==> src/rtl/ex_trap_sequencer_if.sv <==
// ex_trap_sequencer_if: memory-stage request bus between the trap sequencer
// (master) and the SP/memory mux of the MEM stage (slave).
interface ex_trap_sequencer_if;
    logic [1:0]  mem_op_out;
    logic [31:0] mem_addr_out;
    logic [15:0] mem_wdata_out;
    logic        mem_ready_in;
    logic [15:0] mem_rdata_in;

    modport master (
        output mem_op_out,
        output mem_addr_out,
        output mem_wdata_out,
        input  mem_ready_in,
        input  mem_rdata_in
    );

    modport slave (
        input  mem_op_out,
        input  mem_addr_out,
        input  mem_wdata_out,
        output mem_ready_in,
        output mem_rdata_in
    );
endinterface

==> src/rtl/ex_trap_sequencer.sv <==
// ex_trap_sequencer: multi-cycle controller that freezes and drains the pipe on
// an interrupt, divide-by-zero exception or RTI, then walks the memory stage
// through the push/vector-read or pop micro-sequence and reloads PC and CCR.
// Optional build macro: ISR_MASK_EN adds an interrupt-enable bit that blocks
// nested interrupts until the handler returns.
module ex_trap_sequencer #(
    parameter int unsigned DRAIN_CYCLES = 3,
    parameter logic [31:0] INT_VEC_ADDR = 32'd2,
    parameter logic [31:0] EXC_VEC_ADDR = 32'd4
) (
    input  logic                        clk,
    input  logic                        reset,
    input  logic                        int_req_in,
    input  logic                        div0_exc_in,
    input  logic                        rti_in,
    input  logic [31:0]                 epc_in,
    input  logic [3:0]                  flags_in,
    ex_trap_sequencer_if.master         mem_bus,
    output logic                        stall_out,
    output logic                        flush_out,
    output logic                        pc_load_out,
    output logic [31:0]                 pc_value_out,
    output logic                        flags_load_out,
    output logic [3:0]                  flags_value_out,
    output logic                        busy_out,
    output logic                        trap_cause_out
);

    typedef enum logic [3:0] {
        IDLE, DRAIN, PUSH_PCH, PUSH_PCL, PUSH_FLG, RD_VL, RD_VH,
        REDIRECT, POP_FLG, POP_PCL, POP_PCH, RESTORE
    } state_t;

    localparam logic [3:0] DRAIN_LAST = 4'(DRAIN_CYCLES - 1);

    state_t      state_q, state_d;
    logic [3:0]  drain_cnt_q;
    logic        int_pend_q;
    logic        cause_q;
    logic        rti_q;
    logic [31:0] epc_q;
    logic [3:0]  flags_q;
    logic [15:0] lo_q;
    logic [15:0] hi_q;
    logic [3:0]  pop_flags_q;
    logic        int_en;
    logic        int_pending;
    logic        take_exc, take_int, take_rti, accept;
    logic [31:0] vec_addr;
    logic [1:0]  mem_op;
    logic [31:0] mem_addr;
    logic [15:0] mem_wdata;

`ifdef ISR_MASK_EN
    logic        int_en_q;
    assign int_en = int_en_q;
`else
    assign int_en = 1'b1;
`endif

    // Requests are only taken from IDLE and never while reset is asserted, so
    // the Mealy flush/stall outputs stay low during reset.
    assign int_pending = int_pend_q | int_req_in;
    assign take_exc    = reset && (state_q == IDLE) && div0_exc_in;
    assign take_int    = reset && (state_q == IDLE) && !div0_exc_in && int_pending && int_en;
    assign take_rti    = reset && (state_q == IDLE) && !div0_exc_in && !(int_pending && int_en) && rti_in;
    assign accept      = take_exc | take_int | take_rti;
    assign vec_addr    = cause_q ? EXC_VEC_ADDR : INT_VEC_ADDR;

    assign busy_out       = (state_q != IDLE);
    assign stall_out      = busy_out | accept;
    assign trap_cause_out = busy_out & cause_q;

    assign mem_bus.mem_op_out    = mem_op;
    assign mem_bus.mem_addr_out  = mem_addr;
    assign mem_bus.mem_wdata_out = mem_wdata;

    // State register; reset abandons any sequence in flight.
    always_ff @(posedge clk or negedge reset) begin
        if (!reset) state_q <= IDLE;
        else        state_q <= state_d;
    end

    // Next-state and per-state bus / load outputs.
    always_comb begin
        state_d         = state_q;
        flush_out       = 1'b0;
        mem_op          = 2'b00;
        mem_addr        = 32'd0;
        mem_wdata       = 16'd0;
        pc_load_out     = 1'b0;
        pc_value_out    = 32'd0;
        flags_load_out  = 1'b0;
        flags_value_out = 4'b0000;
        case (state_q)
            IDLE: begin
                if (accept) begin
                    flush_out = 1'b1;
                    state_d   = DRAIN;
                end
            end
            DRAIN: begin
                if (drain_cnt_q == DRAIN_LAST) state_d = rti_q ? POP_FLG : PUSH_PCH;
            end
            PUSH_PCH: begin
                mem_op    = 2'b01;
                mem_wdata = epc_q[31:16];
                if (mem_bus.mem_ready_in) state_d = PUSH_PCL;
            end
            PUSH_PCL: begin
                mem_op    = 2'b01;
                mem_wdata = epc_q[15:0];
                if (mem_bus.mem_ready_in) state_d = PUSH_FLG;
            end
            PUSH_FLG: begin
                mem_op    = 2'b01;
                mem_wdata = {12'd0, flags_q};
                if (mem_bus.mem_ready_in) state_d = RD_VL;
            end
            RD_VL: begin
                mem_op   = 2'b11;
                mem_addr = vec_addr;
                if (mem_bus.mem_ready_in) state_d = RD_VH;
            end
            RD_VH: begin
                mem_op   = 2'b11;
                mem_addr = vec_addr + 32'd1;
                if (mem_bus.mem_ready_in) state_d = REDIRECT;
            end
            REDIRECT: begin
                pc_load_out    = 1'b1;
                pc_value_out   = {hi_q, lo_q};
                flags_load_out = 1'b1;
                state_d        = IDLE;
            end
            POP_FLG: begin
                mem_op = 2'b10;
                if (mem_bus.mem_ready_in) state_d = POP_PCL;
            end
            POP_PCL: begin
                mem_op = 2'b10;
                if (mem_bus.mem_ready_in) state_d = POP_PCH;
            end
            POP_PCH: begin
                mem_op = 2'b10;
                if (mem_bus.mem_ready_in) state_d = RESTORE;
            end
            RESTORE: begin
                pc_load_out     = 1'b1;
                pc_value_out    = {hi_q, lo_q};
                flags_load_out  = 1'b1;
                flags_value_out = pop_flags_q;
                state_d         = IDLE;
            end
            default: state_d = IDLE;
        endcase
    end

    // Trap context capture, drain counting, interrupt latch and read-data capture.
    always_ff @(posedge clk or negedge reset) begin
        if (!reset) begin
            drain_cnt_q <= 4'd0;
            int_pend_q  <= 1'b0;
            cause_q     <= 1'b0;
            rti_q       <= 1'b0;
            epc_q       <= 32'd0;
            flags_q     <= 4'd0;
            lo_q        <= 16'd0;
            hi_q        <= 16'd0;
            pop_flags_q <= 4'd0;
`ifdef ISR_MASK_EN
            int_en_q    <= 1'b1;
`endif
        end else begin
            int_pend_q <= int_pending & ~take_int;
            if (accept) begin
                cause_q     <= take_exc;
                rti_q       <= take_rti;
                drain_cnt_q <= 4'd0;
                if (!take_rti) begin
                    epc_q   <= epc_in;
                    flags_q <= flags_in;
                end
            end
            if (state_q == DRAIN) drain_cnt_q <= drain_cnt_q + 4'd1;
            if (mem_bus.mem_ready_in) begin
                case (state_q)
                    RD_VL, POP_PCL: lo_q        <= mem_bus.mem_rdata_in;
                    RD_VH, POP_PCH: hi_q        <= mem_bus.mem_rdata_in;
                    POP_FLG:        pop_flags_q <= mem_bus.mem_rdata_in[3:0];
                    default: ;
                endcase
            end
`ifdef ISR_MASK_EN
            if (state_q == REDIRECT && !cause_q) int_en_q <= 1'b0;
            if (state_q == RESTORE)              int_en_q <= 1'b1;
`endif
        end
    end

endmodule

==> src/flat_wrapper.sv <==
// flat-port wrapper written by rule: the top's interface ports become plain ports
module ex_trap_sequencer_flat 
#(
    parameter int unsigned DRAIN_CYCLES = 3,
    parameter logic [31:0] INT_VEC_ADDR = 32'd2,
    parameter logic [31:0] EXC_VEC_ADDR = 32'd4
)
  (clk, reset, int_req_in, div0_exc_in, rti_in, epc_in, flags_in, stall_out, flush_out, pc_load_out, pc_value_out, flags_load_out, flags_value_out, busy_out, trap_cause_out, mem_bus_mem_op_out, mem_bus_mem_addr_out, mem_bus_mem_wdata_out, mem_bus_mem_ready_in, mem_bus_mem_rdata_in);
  ex_trap_sequencer_if mem_bus_i ();
  input  logic clk;
  input  logic reset;
  input  logic int_req_in;
  input  logic div0_exc_in;
  input  logic rti_in;
  input  logic [31:0] epc_in;
  input  logic [3:0] flags_in;
  output logic stall_out;
  output logic flush_out;
  output logic pc_load_out;
  output logic [31:0] pc_value_out;
  output logic flags_load_out;
  output logic [3:0] flags_value_out;
  output logic busy_out;
  output logic trap_cause_out;
  output wire logic [$bits(mem_bus_i.mem_op_out)-1:0] mem_bus_mem_op_out;
  output wire logic [$bits(mem_bus_i.mem_addr_out)-1:0] mem_bus_mem_addr_out;
  output wire logic [$bits(mem_bus_i.mem_wdata_out)-1:0] mem_bus_mem_wdata_out;
  input wire logic [$bits(mem_bus_i.mem_ready_in)-1:0] mem_bus_mem_ready_in;
  input wire logic [$bits(mem_bus_i.mem_rdata_in)-1:0] mem_bus_mem_rdata_in;
  assign mem_bus_mem_op_out = mem_bus_i.mem_op_out;
  assign mem_bus_mem_addr_out = mem_bus_i.mem_addr_out;
  assign mem_bus_mem_wdata_out = mem_bus_i.mem_wdata_out;
  assign mem_bus_i.mem_ready_in = mem_bus_mem_ready_in;
  assign mem_bus_i.mem_rdata_in = mem_bus_mem_rdata_in;
  ex_trap_sequencer #(.DRAIN_CYCLES(DRAIN_CYCLES), .INT_VEC_ADDR(INT_VEC_ADDR), .EXC_VEC_ADDR(EXC_VEC_ADDR)) u_core (.clk(clk), .reset(reset), .int_req_in(int_req_in), .div0_exc_in(div0_exc_in), .rti_in(rti_in), .epc_in(epc_in), .flags_in(flags_in), .mem_bus(mem_bus_i), .stall_out(stall_out), .flush_out(flush_out), .pc_load_out(pc_load_out), .pc_value_out(pc_value_out), .flags_load_out(flags_load_out), .flags_value_out(flags_value_out), .busy_out(busy_out), .trap_cause_out(trap_cause_out));
endmodule
==> config.mk <==
export PLATFORM = sky130hd
export DESIGN_NAME = ex_trap_sequencer_flat
export DESIGN_NICKNAME = d
export VERILOG_FILES = /design/src/rtl/ex_trap_sequencer_if.sv /design/src/rtl/ex_trap_sequencer.sv /design/src/flat_wrapper.sv
export SDC_FILE = /design/constraint.sdc
export NUM_CORES = 1
export LEC_CHECK = 0
export ABC_AREA = 1
export CAP_MARGIN = 20
export CELL_PAD_IN_SITES_DETAIL_PLACEMENT = 0
export CELL_PAD_IN_SITES_GLOBAL_PLACEMENT = 2
export CORE_ASPECT_RATIO = 1.4
export CORE_MARGIN = 5
export CORE_UTILIZATION = 27
export CTS_CLUSTER_SIZE = 14
export DETAILED_ROUTE_END_ITERATION = 12
export HOLD_SLACK_MARGIN = 0.1
export PLACE_DENSITY_LB_ADDON = 0.1
export SKIP_LAST_GASP = 1
export SYNTH_ARGS = -nofsm -noshare
export SYNTH_HDL_FRONTEND = slang
export SYNTH_SLANG_ARGS = --single-unit
==> constraint.sdc <==
create_clock -name clk -period 3.6 [get_ports clk]
set_input_delay 0.9 -clock clk [delete_from_list [all_inputs] [get_ports clk]]
set_output_delay 0.9 -clock clk [all_outputs]
set_load 0.05 [all_outputs]
# Yosys cells after proc, flatten, opt, wreduce, memory -nomap -nowiden
# Cells that the tools add are included.
[word_totals]
register_bits = 83
inputBits = 58
out_inout_bits = 92
[classes]
addsub = 2
n_eq_ne = 22
n_mux = 23
bitwise = 8
reduce_logical = 22
[op_table]
columns = ["op", "count"]
rows = [
  ["32-bit one-hot mux with 2 select lines", 1],
  ["4-bit 2-to-1 mux", 14],
  ["16-bit one-hot mux with 3 select lines", 1],
  ["4-bit one-hot mux with 10 select lines", 1],
  ["32-bit by 1-bit adder with 32-bit output, second input constant", 1],
  ["32-bit 2-to-1 mux", 1],
  ["4-bit by 3-bit == test with 1-bit output, second input constant", 4],
  ["4-bit == test, second input constant", 4],
  ["2-bit inequality test, second input constant", 8],
  ["4-bit by 2-bit == test with 1-bit output, second input constant", 3],
  ["10-bit AND reduction", 1],
  ["2-bit AND reduction", 4],
  ["2-bit OR reduction", 4],
  ["1-bit logical AND", 6],
  ["2-bit one-hot mux with 3 select lines", 1],
  ["3-bit OR reduction", 2],
  ["4-bit by 1-bit adder with 4-bit output, second input constant", 1],
  ["4-bit by 1-bit == test with 1-bit output, second input constant", 1],
  ["4-bit logical NOT", 1],
  ["2-bit by 1-bit inequality test with 1-bit output, second input constant", 2],
  ["1-bit OR", 4],
  ["4-bit nonzero test", 1],
  ["1-bit 2-to-1 mux", 3],
  ["3-bit 2-to-1 mux", 1],
  ["4 further kinds", 7],
]

# Logic depth before layout (Yosys ltp)
# Gate-level depths: netlist of the first run.
[depth]
ltp_word = 8
ltp_mapped = 9
mapped_depth_nobuf = 9

# Worst setup path before layout of the first run
# Ideal clock, no wire load.
[synth_timing]
path_type = "reg2out"
start = "register u_core.state_q[3]"
end = "output port pc_value_out[22]"
t_arrival_ns = 1.687
t_required_ns = 2.700
setup_slack_ns = 1.013
stages_incl_launch_ff = 7
n_path_buf = 1
path_cell_list = "dfrtp_1 > inv_1 > nand2_1 > nand2_1 > nand2_1 > buf_2 > nor2_1"
[synth_via]
elab_chain_cells = 3
[synth_rtl]
columns = ["item", "line_no", "rtl"]
rows = [
  ["start, declared", "ex_trap_sequencer.sv:36", "state_t state_q, state_d;"],
  ["start signal, assigned", "ex_trap_sequencer.sv:81", "else state_q <= state_d;"],
  ["4-bit by 3-bit == test with 1-bit output / 4-bit == test (equally long branches)", "ex_trap_sequencer.sv:95", "case (state_q)"],
  ["2-bit OR reduction (no line) (*)", "--", ""],
  ["32-bit 2-to-1 mux (*)", "ex_trap_sequencer.sv:95", ""],
  ["end, declared", "flat_wrapper.sv:20", "output logic [31:0] pc_value_out;"],
]
# Every way passes the cells marked *; elsewhere a longest branch is shown, timed or not.

# Worst setup path after layout of the first run
[layout_timing]
start = "register u_core.state_q[1]"
end = "output port mem_bus_mem_wdata_out[4]"
[layout_via]
elab_chain_cells = 2
[layout_rtl]
columns = ["item", "line_no", "rtl"]
rows = [
  ["4-bit by 3-bit == test with 1-bit output / 4-bit by 2-bit == test with 1-bit output (equally long branches)", "ex_trap_sequencer.sv:95", ""],
  ["16-bit one-hot mux with 3 select lines (*)", "ex_trap_sequencer.sv:95", ""],
  ["end, declared", "flat_wrapper.sv:27", "output wire logic [$bits(mem_bus_i.mem_wdata_out)-1:0] mem_bus_mem_wdata_out;"],
]
# Marks and branches as above.

==> summary.txt, run 1 <==
Drt
  • Wire length per cell: 13.2 microns
  • DRC Markers: 0
  • WL final: 11000 microns
  • DRT Pass-1 Iters: 4
  • Routed Antenna Nets: 0
  • Via count: 3503
  • Vias/cell: 4.18
  • Number of DRC markers in iteration 0: 120

Clocking
  • CTS Hold Buffers Added: 0
  • Clk Latency, worst-skew pair: 0.33 ns
  • Clock buffer count from CTS: 9
  • CTS root buf: clkbuf_16
  • Clk sinks: 83
  • CTS resizes: 0
  • CTS tree: done
  • Post-CTS Setup Inserts: 0
  • H-tree depth: 3
  • Clk buf depth: 2
  • Worst-path clk slew: 0.06 ns

Pwr
  • Sequential share of power: 33.9%
  • Combinational Power Share: 47.0%
  • Leak: 2.90 nW
  • Pint: 2.64 mW
  • P per Cell Area: 842 nW/um^2
  • Clock power share: 19.2%
  • IR Drop Worst-Case VDD: 0.000265 V
  • Switching Power: 2.12 mW
  • Sw Share: 44.6%

Finish
  • Inserted Diodes: 0
  • Non-Filler Instances: 839
  • Share of layout cells above drive strength 1: 12.7%
  • Net count, final: 703
  • Fillers: 1645
  • Area delta synth->final: 35.1%
  • Commonest non-fill, non-tap cell in the layout: nand2_1
  • Most frequent cells in the layout: nand2_1 (178), clkdlybuf4s50_1 (83), dfrtp_1 (83)
  • Util after Layout: 37.4%

Placement
  • Routability cong.: 0.743
  • Port Buffers: 120
  • Placed insts: 824
  • Hpwl dp: 8040 microns

Worst hold path
  • Hold Path Depth: 2
  • HP Class: flip-flop to flip-flop

Synthesis
  • Cell Area, Synth: 4180 sq um
  • Yosys top cell by area: dfrtp_1
  • Seq/Total Area, Yosys: 49.7%
  • Post-synth top area share: 49.7%
  • Syn Area/Cell: 7.92 sq um
  • Distinct cells, synth: 30
  • Syn. warnings: 0
  • Mapped Cells: 528
  • Area contributors post-synth: dfrtp_1 (50%), nand2_1 (16%), inv_1 (6.2%)
  • #FFs+latches synth: 83

Worst setup path
  • CP Max Fanout: 16
  • Crit path buf inv count: 3
  • Req. time, crit path: 2.70 ns
  • Crit path DAT: 2.47 ns
  • R2R depth: 6
  • CP cell instances: inv_1 -> nor2_1 -> nand2_1 -> inv_2 -> a22o_1 -> clkdlybuf4s50_1
  • Crit path largest cell delay: 0.81 ns
  • CP Launch Type: flip-flop
  • Worst Setup End Kind: primary output
  • WS Path Type: flip-flop to primary output
  • CP Depth: 6
  • Crit-path leading delay family: buffers and inverters
  • Worst path slowest cell: clkdlybuf4s50_1

Job
  • Max_cap viols: 0

Timing
  • Post-Route Setup TNS: 0 ns
  • Min Hold Slack: 0.481 ns
  • Maximum achievable frequency: 297 MHz
  • Final Max Tran Viols: 0
  • Final period util: 93.6%
  • Clock Skew: 0.00836 ns
  • Worst-Margin Slew: 0.605 ns
  • Final Critical Period: 3.37 ns
  • Final Hold Viols: 0
  • Final setup viols: 0
  • Unrepaired setup endpoints after global routing: no
  • Slew HR: 59.6%

Die
  • Die X: 115 microns
  • Core Box Area: 15100 sq um
  • Initial Utilization: 27.6%
  • Die area: 18100 sq um
  • Io pins: 150
  • Die height: 157 microns
  • Rows: 53

GRT
  • Grt total ovfl: 0
  • Vias in the first global route: 3616
  • First-pass GRT wire length: 18000 microns
  • Largest net degree at the start of global routing: 44
  • Initial antenna violation count: 0
  • Tot GR Track Use: 12.5%

Outcome
  • Outcome: completed
-- layer usage --
metal  vias to the layer above  routed length [microns]  share of wire, %  track usage [%]
met5                         -                        0                 0                0
met2                        91                     5540                50             21.4
met3                         6                      676               6.1             3.35
li1                       1774                        -                 -                -
met4                         0                      123               1.1             4.03
met1                      1632                     4700                43             15.2
-- synthesized netlist by cell type (all sizes together) --
library cell / number
inv: 73
mux2i: 1
ha: 2
nand2: 194
nor3: 1
xnor2: 1
nand4: 1
buf: 47
a21oi: 3
nor2: 49
nand3: 17
a22o: 12
o21ai: 42
dfrtp: 83
o22ai: 1
conb: 1
-- registers in the layout (all words and copies together), names as in the netlist, 4 cells and up --
register and flops:
u_core.epc_q 32, u_core.drain_cnt_q 4, u_core.state_q 4, u_core.flags_q 4, u_core.lo_q 16, u_core.pop_flags_q 4
u_core.hi_q 16
-- power by group through the flow --
| stage | Clock (mW) | Sequential, mW | Combinational (mW) |
|---|---|---|---|
| 3_3_place_gp | 0 | 1.62 | 2.27 |
| 3_5_place_dp | 0 | 1.62 | 2.28 |
| 4_1_cts | 0.952 | 1.61 | 2.29 |
| 6_report | 0.912 | 1.61 | 2.23 |
| 2_1_floorplan | 0 | 1.56 | 1.69 |
| 5_1_grt | 0.992 | 1.67 | 2.50 |
-- cells by family (layout without fill, tap and decap cells) --
| kind of cell | Yosys count | after routing | synth area share (%) |
|---|---|---|---|
| other cells | 1 | 29 | 0.0897 |
| buf+inv | 120 | 211 | 14.8 |
| compound gates | 58 | 58 | 8.23 |
| xor+xnor | 1 | 1 | 0.210 |
| fa+ha+maj | 2 | 2 | 0.599 |
| flops | 83 | 83 | 49.7 |
| mux | 1 | 1 | 0.239 |
| simple gates | 262 | 262 | 26.2 |
-- path summary, 6_finish.rpt --
| path | slack [ns] | to | startpoint |
|---|---|---|---|
| worst min-delay path | 0.48 | u_core.epc_q[19] | u_core.epc_q[19] |
| min in group asynchronous | 0.64 | u_core.pop_flags_q[0] | reset |
| worst max-delay path | 0.23 | mem_bus_mem_wdata_out[4] | u_core.state_q[1] |
| worst min register to register | 0.48 | u_core.epc_q[19] | u_core.epc_q[19] |
| max in group asynchronous | 1.99 | u_core.state_q[0] | reset |
| worst max register to register | 1.74 | u_core.rti_q | u_core.state_q[2] |
-- cell type report --
cell class,count,area (sq um),area share [%]
multi-input combinational,353,1590,28.2
inverter,73,279,4.94
timing repair buffer,123,1170,20.7
clock buffer,10,239,4.23
tap,192,240,4.25
clock inverter,5,53.8,0.952
sequential,83,2080,36.8
-- worst reg2reg max path, stage by stage, from the launching register on --
cell     delay (ns)
dfrtp_1        0.45
nor2_4         0.20
nand2_2        0.14
nor2_8         0.15
nand2_4        0.27
inv_6          0.39
o21ai_0        0.14
-- through the flow --
step	setup slack, ns	power, mW	area [sq um]
after floorplan	1.01	3.25	4290
after global placement	0.483	3.89	5360
after detailed placement	0.460	3.90	5360
after CTS	0.174	4.85	5650
after global routing	0.0459	5.15	5650
final	0.230	4.76	5650
No activity file was read; power rests on OpenSTA's default activity.
==> run 2: changes to the inputs <==
==> constraint.sdc (replaced) <==
create_clock -name clk -period 3.6 [get_ports clk]
set_input_delay 0.54 -clock clk [delete_from_list [all_inputs] [get_ports clk]]
set_output_delay 0.54 -clock clk [all_outputs]
set_load 0.05 [all_outputs]
==> summary.txt, run 2 (synthesis results as in run 1) <==
Worst setup path
  • Req. time, crit path: 3.06 ns (was 2.70 ns)
  • Worst Setup End Kind: primary output (unchanged)
  • CP Depth: 7 (was 6)
  • CP Max Fanout: 33 (was 16)
  • RR Endpoint: u_core.rti_q (unchanged)
  • Worst path slowest cell: clkdlybuf4s50_1 (unchanged)
  • Crit-path leading delay family: buffers and inverters (unchanged)
  • CP Launch Point: u_core.state_q[3] (was u_core.state_q[1])
  • Reg-to-reg slack, setup: 1.74 ns (about the same)
  • CP Launch Type: flip-flop (unchanged)
  • Crit path buf inv count: 3 (unchanged)
  • End of the critical path: pc_value_out[29] (was mem_bus_mem_wdata_out[4])
  • Crit path DAT: 2.49 ns (was 2.47 ns)
  • Reg-to-reg startpoint: u_core.state_q[2] (unchanged)
  • Most used cell, CP: nand2_1
  • WS Path Type: flip-flop to primary output (unchanged)
  • Crit path largest cell delay: 0.82 ns (was 0.81 ns)
  • R2R depth: 6 (unchanged)
  • CP cell instances: inv_1 -> nand2_1 -> nand2_1 -> nand2_1 -> buf_4 -> nor2_1 -> clkdlybuf4s50_1 (was inv_1 -> nor2_1 -> nand2_1 -> inv_2 -> a22o_1 -> clkdlybuf4s50_1)

Clocking
  • CTS Hold Buffers Added: 0 (unchanged)
  • Clk buf depth: 2 (unchanged)
  • Worst-path clk slew: 0.06 ns (about the same)
  • CTS resizes: 0 (unchanged)
  • Clock buffer count from CTS: 9 (unchanged)
  • CTS tree: done (unchanged)
  • H-tree depth: 3 (unchanged)
  • Clk sinks: 83 (unchanged)
  • Post-CTS Setup Inserts: 0 (unchanged)
  • CTS root buf: clkbuf_16 (unchanged)
  • Clk Latency, worst-skew pair: 0.34 ns (was 0.33 ns)

Finish
  • Net count, final: 703 (unchanged)
  • Regs by FF count: u_core.epc_q x32, u_core.hi_q x16, u_core.lo_q x16 (unchanged)
  • Commonest non-fill, non-tap cell in the layout: nand2_1 (unchanged)
  • Area delta synth->final: 36.8% (was 35.1%)
  • Most frequent cells in the layout: nand2_1 (178), clkdlybuf4s50_1 (119), dfrtp_1 (83) (was nand2_1 (178), clkdlybuf4s50_1 (83), dfrtp_1 (83))
  • Fillers: 1635 (was 1645)
  • Share of layout cells above drive strength 1: 7.10% (was 12.7%)
  • Max reg flops: 32 (unchanged)
  • Largest reg by FF count: u_core.epc_q (unchanged)
  • Reg area: 2080 sq um (unchanged)
  • Multi-input logic area: 1590 sq um (unchanged)
  • Inserted Diodes: 0 (unchanged)

Timing
  • Post-Route Setup TNS: 0 ns (unchanged)
  • Slew HR: 60.5% (was 59.6%)
  • Worst-Margin Slew: 0.592 ns (was 0.605 ns)
  • Final Max Tran Viols: 0 (unchanged)
  • Final period util: 84.3% (was 93.6%)
  • Final setup viols: 0 (unchanged)
  • Final Critical Period: 3.03 ns (was 3.37 ns)
  • Maximum achievable frequency: 330 MHz (was 297 MHz)
  • Unrepaired setup endpoints after global routing: no (unchanged)
  • Clock Skew: 0.00486 ns (was 0.00836 ns)
  • Final Hold Viols: 0 (unchanged)

Pwr
  • Overall power: 4.78 mW (was 4.76 mW)
  • Leak: 2.83 nW (was 2.90 nW)
  • IR Drop Worst-Case VDD: 0.000297 V (was 0.000265 V)
  • P per Cell Area: 836 nW/um^2 (was 842 nW/um^2)

Die
  • Die area: 18100 sq um (unchanged)
  • Initial Utilization: 27.6% (unchanged)
  • Io pins: 150 (unchanged)
  • Die X: 115 microns (unchanged)
  • Rows: 53 (unchanged)
  • Core Box Area: 15100 sq um (unchanged)
  • Die height: 157 microns (unchanged)

Placement
  • Hpwl dp: 8050 microns (was 8040 microns)
  • Routability cong.: 0.757 (was 0.743)
  • Port Buffers: 120 (unchanged)

Drt
  • Routed Antenna Nets: 0 (unchanged)
  • Via count: 3475 (was 3503)
  • Vias/cell: 4.14 (was 4.18)
  • WL final: 11000 microns (about the same)
  • Number of DRC markers in iteration 0: 131 (was 120)
  • Wire length per cell: 13.1 microns (was 13.2 microns)
  • DRC Markers: 0 (unchanged)
  • DRT Pass-1 Iters: 6 (was 4)

GRT
  • First-pass GRT wire length: 18200 microns (was 18000 microns)
  • Largest net degree at the start of global routing: 44 (unchanged)
  • Grt total ovfl: 0 (unchanged)
  • Initial antenna violation count: 0 (unchanged)
  • Vias in the first global route: 3649 (was 3616)
  • Tot GR Track Use: 12.6% (was 12.5%)

Outcome
  • Outcome: completed (unchanged)

Job
  • Max_cap viols: 0 (unchanged)

Worst hold path
  • HP Class: input port to async pin (was flip-flop to flip-flop)
[run 2: layout make-up]
class                   count  share of cell area [%]
clock buffers              10                    4.00
multi-input cells         353                    27.8
inverters                  73                    4.88
well taps                 192                    4.20
repair buffers            123                    21.4
clock inverters             6                    1.40
flip-flops and latches     83                    36.3
[run 2: worst reg2reg max path: stages, from the launching register on]
cell and delay [ns]:
dfrtp_1 0.46, nor2_4 0.21, nand2_2 0.14, nor2_8 0.15
nand2_4 0.26, inv_6 0.38, o21ai_0 0.14
[run 2: worst min path at each step]
stage / from / to / slack (ns) / depth (start not counted)
detailed placement: u_core.epc_q[17] / u_core.epc_q[17] / 0.46 / 2
global placement: u_core.epc_q[17] / u_core.epc_q[17] / 0.46 / 2
global route: reset / u_core.pop_flags_q[1] / 0.33 / 2
finish: reset / u_core.pop_flags_q[1] / 0.28 / 2
CTS: reset / u_core.pop_flags_q[1] / 0.30 / 2
floorplan: reset / u_core.cause_q / 0.24 / 0
[run 2: per-stage QoR]
stage	instances	hold slack (ns)	worst slack, ns	cell area, sq um	util [%]
detailed placement	824	0.465	0.658	5410	35.8
global placement	824	0.462	0.679	5410	35.8
finish	840	0.282	0.566	5720	37.8
global route	840	0.326	0.407	5720	37.8
floorplan	556	0.244	1.37	4290	-
CTS	840	0.301	0.511	5720	37.8
[run 2: layer usage]
layer | global-route usage, % | share of wire (%) | up-vias
li1 | - | - | 1771
met1 | 15.2 | 43 | 1603
met2 | 21.2 | 50 | 90
met3 | 3.46 | 6.0 | 11
met4 | 4.64 | 1.5 | 0
met5 | 0 | 0 | -
[run 2: power by group]
part / total, mW / internal (mW) / switching [mW]
sequential: 1.60 / 1.36 / 0.246
combinational: 2.21 / 0.712 / 1.50
clock: 0.963 / 0.603 / 0.361
==> edit: new RTL, flow settings as in run 2 <==
Add a define of `ISR_MASK_EN`.
--- a/src/rtl/ex_trap_sequencer.sv
+++ b/src/rtl/ex_trap_sequencer.sv
@@ -5,2 +5,4 @@
 // nested interrupts until the handler returns.
+`define ISR_MASK_EN
+
 module ex_trap_sequencer #(
Behaviour: same outputs for any inputs over 10 cycles, from zero or initial values and one cycle with reset low; that may be too few to reach the edited logic, so the function may still have changed.
==> edit against run 2 <==
- synthesized area about the same
- cell area increased by 0.81%
- die area barely moved
- sequential cell count is 1 higher
- routed wire length increased by 7.4%
- worst setup slack worse by 0.41 ns
- total power down 3.6%
- clock power increased by 4%
- fmax decreased by 12%
- first-iteration DRC count grew 35%
- critical path depth decreased by 2
- register-to-register slack worse by 0.05 ns
- utilization up 0.31 points
==> edit: results (changes against run 2) <==
** Outcome
- Outcome :: completed

** Finish
- The ratio of cells with drive above 1 in the final layout was 6.25% (-0.85 points).
- The number of nets in the final layout came to 711 (+1.1%).
- The final non-filler cell total is 848 (+0.95%).
- Filler cell count in the final layout :: 1654 (+1.2%)

** STA
- Max-slew headroom :: 58.8% (-1.6 points)
- The maximum clock skew at final layout was 0.00486 ns (+0.00000258 ns).

** Logic synthesis
- The count of cell types in the netlist is 28 (-6.7%).
- The average instance area after synthesis was 7.82 µm² (-1.2%).
- Register area share after synthesis :: 50.3% (+0.58 points)
- Yosys attributes the largest share of cell area to dfrtp_1 50%, nand2_1 17%, buf_4 6.1%.
- The Yosys warning count came to 0 (unchanged).

** Route
- The number of DRC violations after detailed-routing iteration 0 was 177 (+35%).
- Count of vias placed by the detailed router :: 3534 (+1.7%)
- Detailed-router iteration count before antenna repair :: 4 (-2)
- Routed wirelength normalized by instance count :: 13.9 µm (+6.4%)

** Placed design
- Buffers added on ports :: 120 (unchanged)
- The placed wire-length estimate after detailed placement is 8560 µm (+6.3%).
- Instance area at placement :: 5410 µm² (about the same)
- The number of placed instances with taps included was 829 (+0.61%).
- Global placer's final weighted congestion :: 0.761 (+0.63%)

** Power
- Maximum vdd drop :: 317 µV (+6.7%)
- Reported leakage power :: 2.83 nW (about the same)

** Global routing
- Global-route usage over all layers :: 13.2% (+0.57 points)
- The met3 layer usage reported by global route was 3.88% (+0.42 points).
- The maximum number of pins on one net before global-route repair is 42 (-4.5%).
- Global-route met2 utilization :: 22.4% (+1.1 points)
- Wire length of the first global-routing pass :: 18800 µm (+3.3%)
- The met1 layer usage reported by global route is 15.8% (+0.57 points).
- Number of global-route vias before repair :: 3643 (-0.16%)

** Setup path
- The slowest stage of the critical path is the clkdlybuf4s50_1 cell.
- Biggest fanout along the worst timing path :: 16 (-52%)
- The critical path arrival is 2.91 ns (+0.42 ns).

** CTS
- The maximum level of the CTS H-tree was 3 (unchanged).

** Worst hold path
- Type of the worst min-delay path :: reg -> reg
edit: cell count changes in the layout (fill, tap and decap cells not counted), sizes merged:
| cell | run 2 | this run |
|---|---|---|
| nor2 | 49 | 56 |
| nand2 | 194 | 188 |
| dlygate4sd3 | 0 | 1 |
| clkinvlp | 0 | 5 |
| dfstp | 0 | 1 |
| nor3 | 1 | 2 |
| xnor2 | 1 | 0 |
| clkdlybuf4s50 | 119 | 117 |
| a21oi | 3 | 4 |
| buf | 4 | 7 |
| xor2 | 0 | 1 |
| clkbuf | 10 | 9 |
| clkinv | 4 | 1 |
| nand3 | 17 | 18 |
edit: cell type report:
cell class              count  share of cell area [%]
flip-flops and latches     84                    36.5
clock buffers               9                    3.91
inverters                  73                    4.86
repair buffers            125                    21.4
well taps                 192                    4.17
clock inverters             7                    1.74
repair inverters            1                   0.130
multi-input cells         357                    27.3
edit: metrics by stage:
stage,TNS [ns],util [%],hold WS (ns),worst slack [ns]
after global placement,0,35.8,0.398,0.648
final,0,38.1,0.480,0.154
after detailed placement,0,35.8,0.399,0.573
after global routing,-0.0422,38.1,0.501,-0.0121
after floorplan,0,-,0.244,0.646
after CTS,0,38.0,0.485,0.188
edit: power breakdown:
| group | leakage [nW] | switching (mW) | internal [mW] |
|---|---|---|---|
| registers | 1.06 | 0.256 | 1.37 |
| logic | 1.62 | 1.33 | 0.642 |
| clock network | 0.148 | 0.392 | 0.611 |
edit: path summary, 6_finish.rpt:
check | from | end | slack [ns] | depth (start not counted)
setup / recovery | u_core.state_q[0] | pc_value_out[3] | 0.15 | 5
hold / removal | u_core.drain_cnt_q[3] | u_core.drain_cnt_q[3] | 0.48 | 1
setup reg to reg | u_core.state_q[0] | u_core.rti_q | 1.69 | 7
hold reg to reg | u_core.drain_cnt_q[3] | u_core.drain_cnt_q[3] | 0.48 | 1
max in group asynchronous | reset | u_core.hi_q[8] | 2.21 | 3
min in group asynchronous | reset | u_core.drain_cnt_q[0] | 0.62 | 2
edit: repair_timing:
item	CTS	global route
endpoints found under the setup margin	0	12
endpoints found under the hold margin	9	0
hold buffers	1	0
gates resized for setup	0	3
setup buffers	0	1
edit: layer usage:
layer	share of wire, %	vias to the layer above
li1	-	1802
met1	41	1616
met2	51	106
met3	7.0	10
met4	1.3	0
met5	0	-
edit: kinds of logic (layout without fill, tap and decap cells):
logic type	after synthesis	count (layout)	share of synthesized area [%]
flops	84	84	50.3
other cells	1	29	0.0896
fa+ha+maj	2	2	0.598
simple gates	265	265	25.4
mux	1	1	0.239
xor+xnor	1	1	0.209
buf+inv	122	215	14.7
compound gates	59	59	8.52
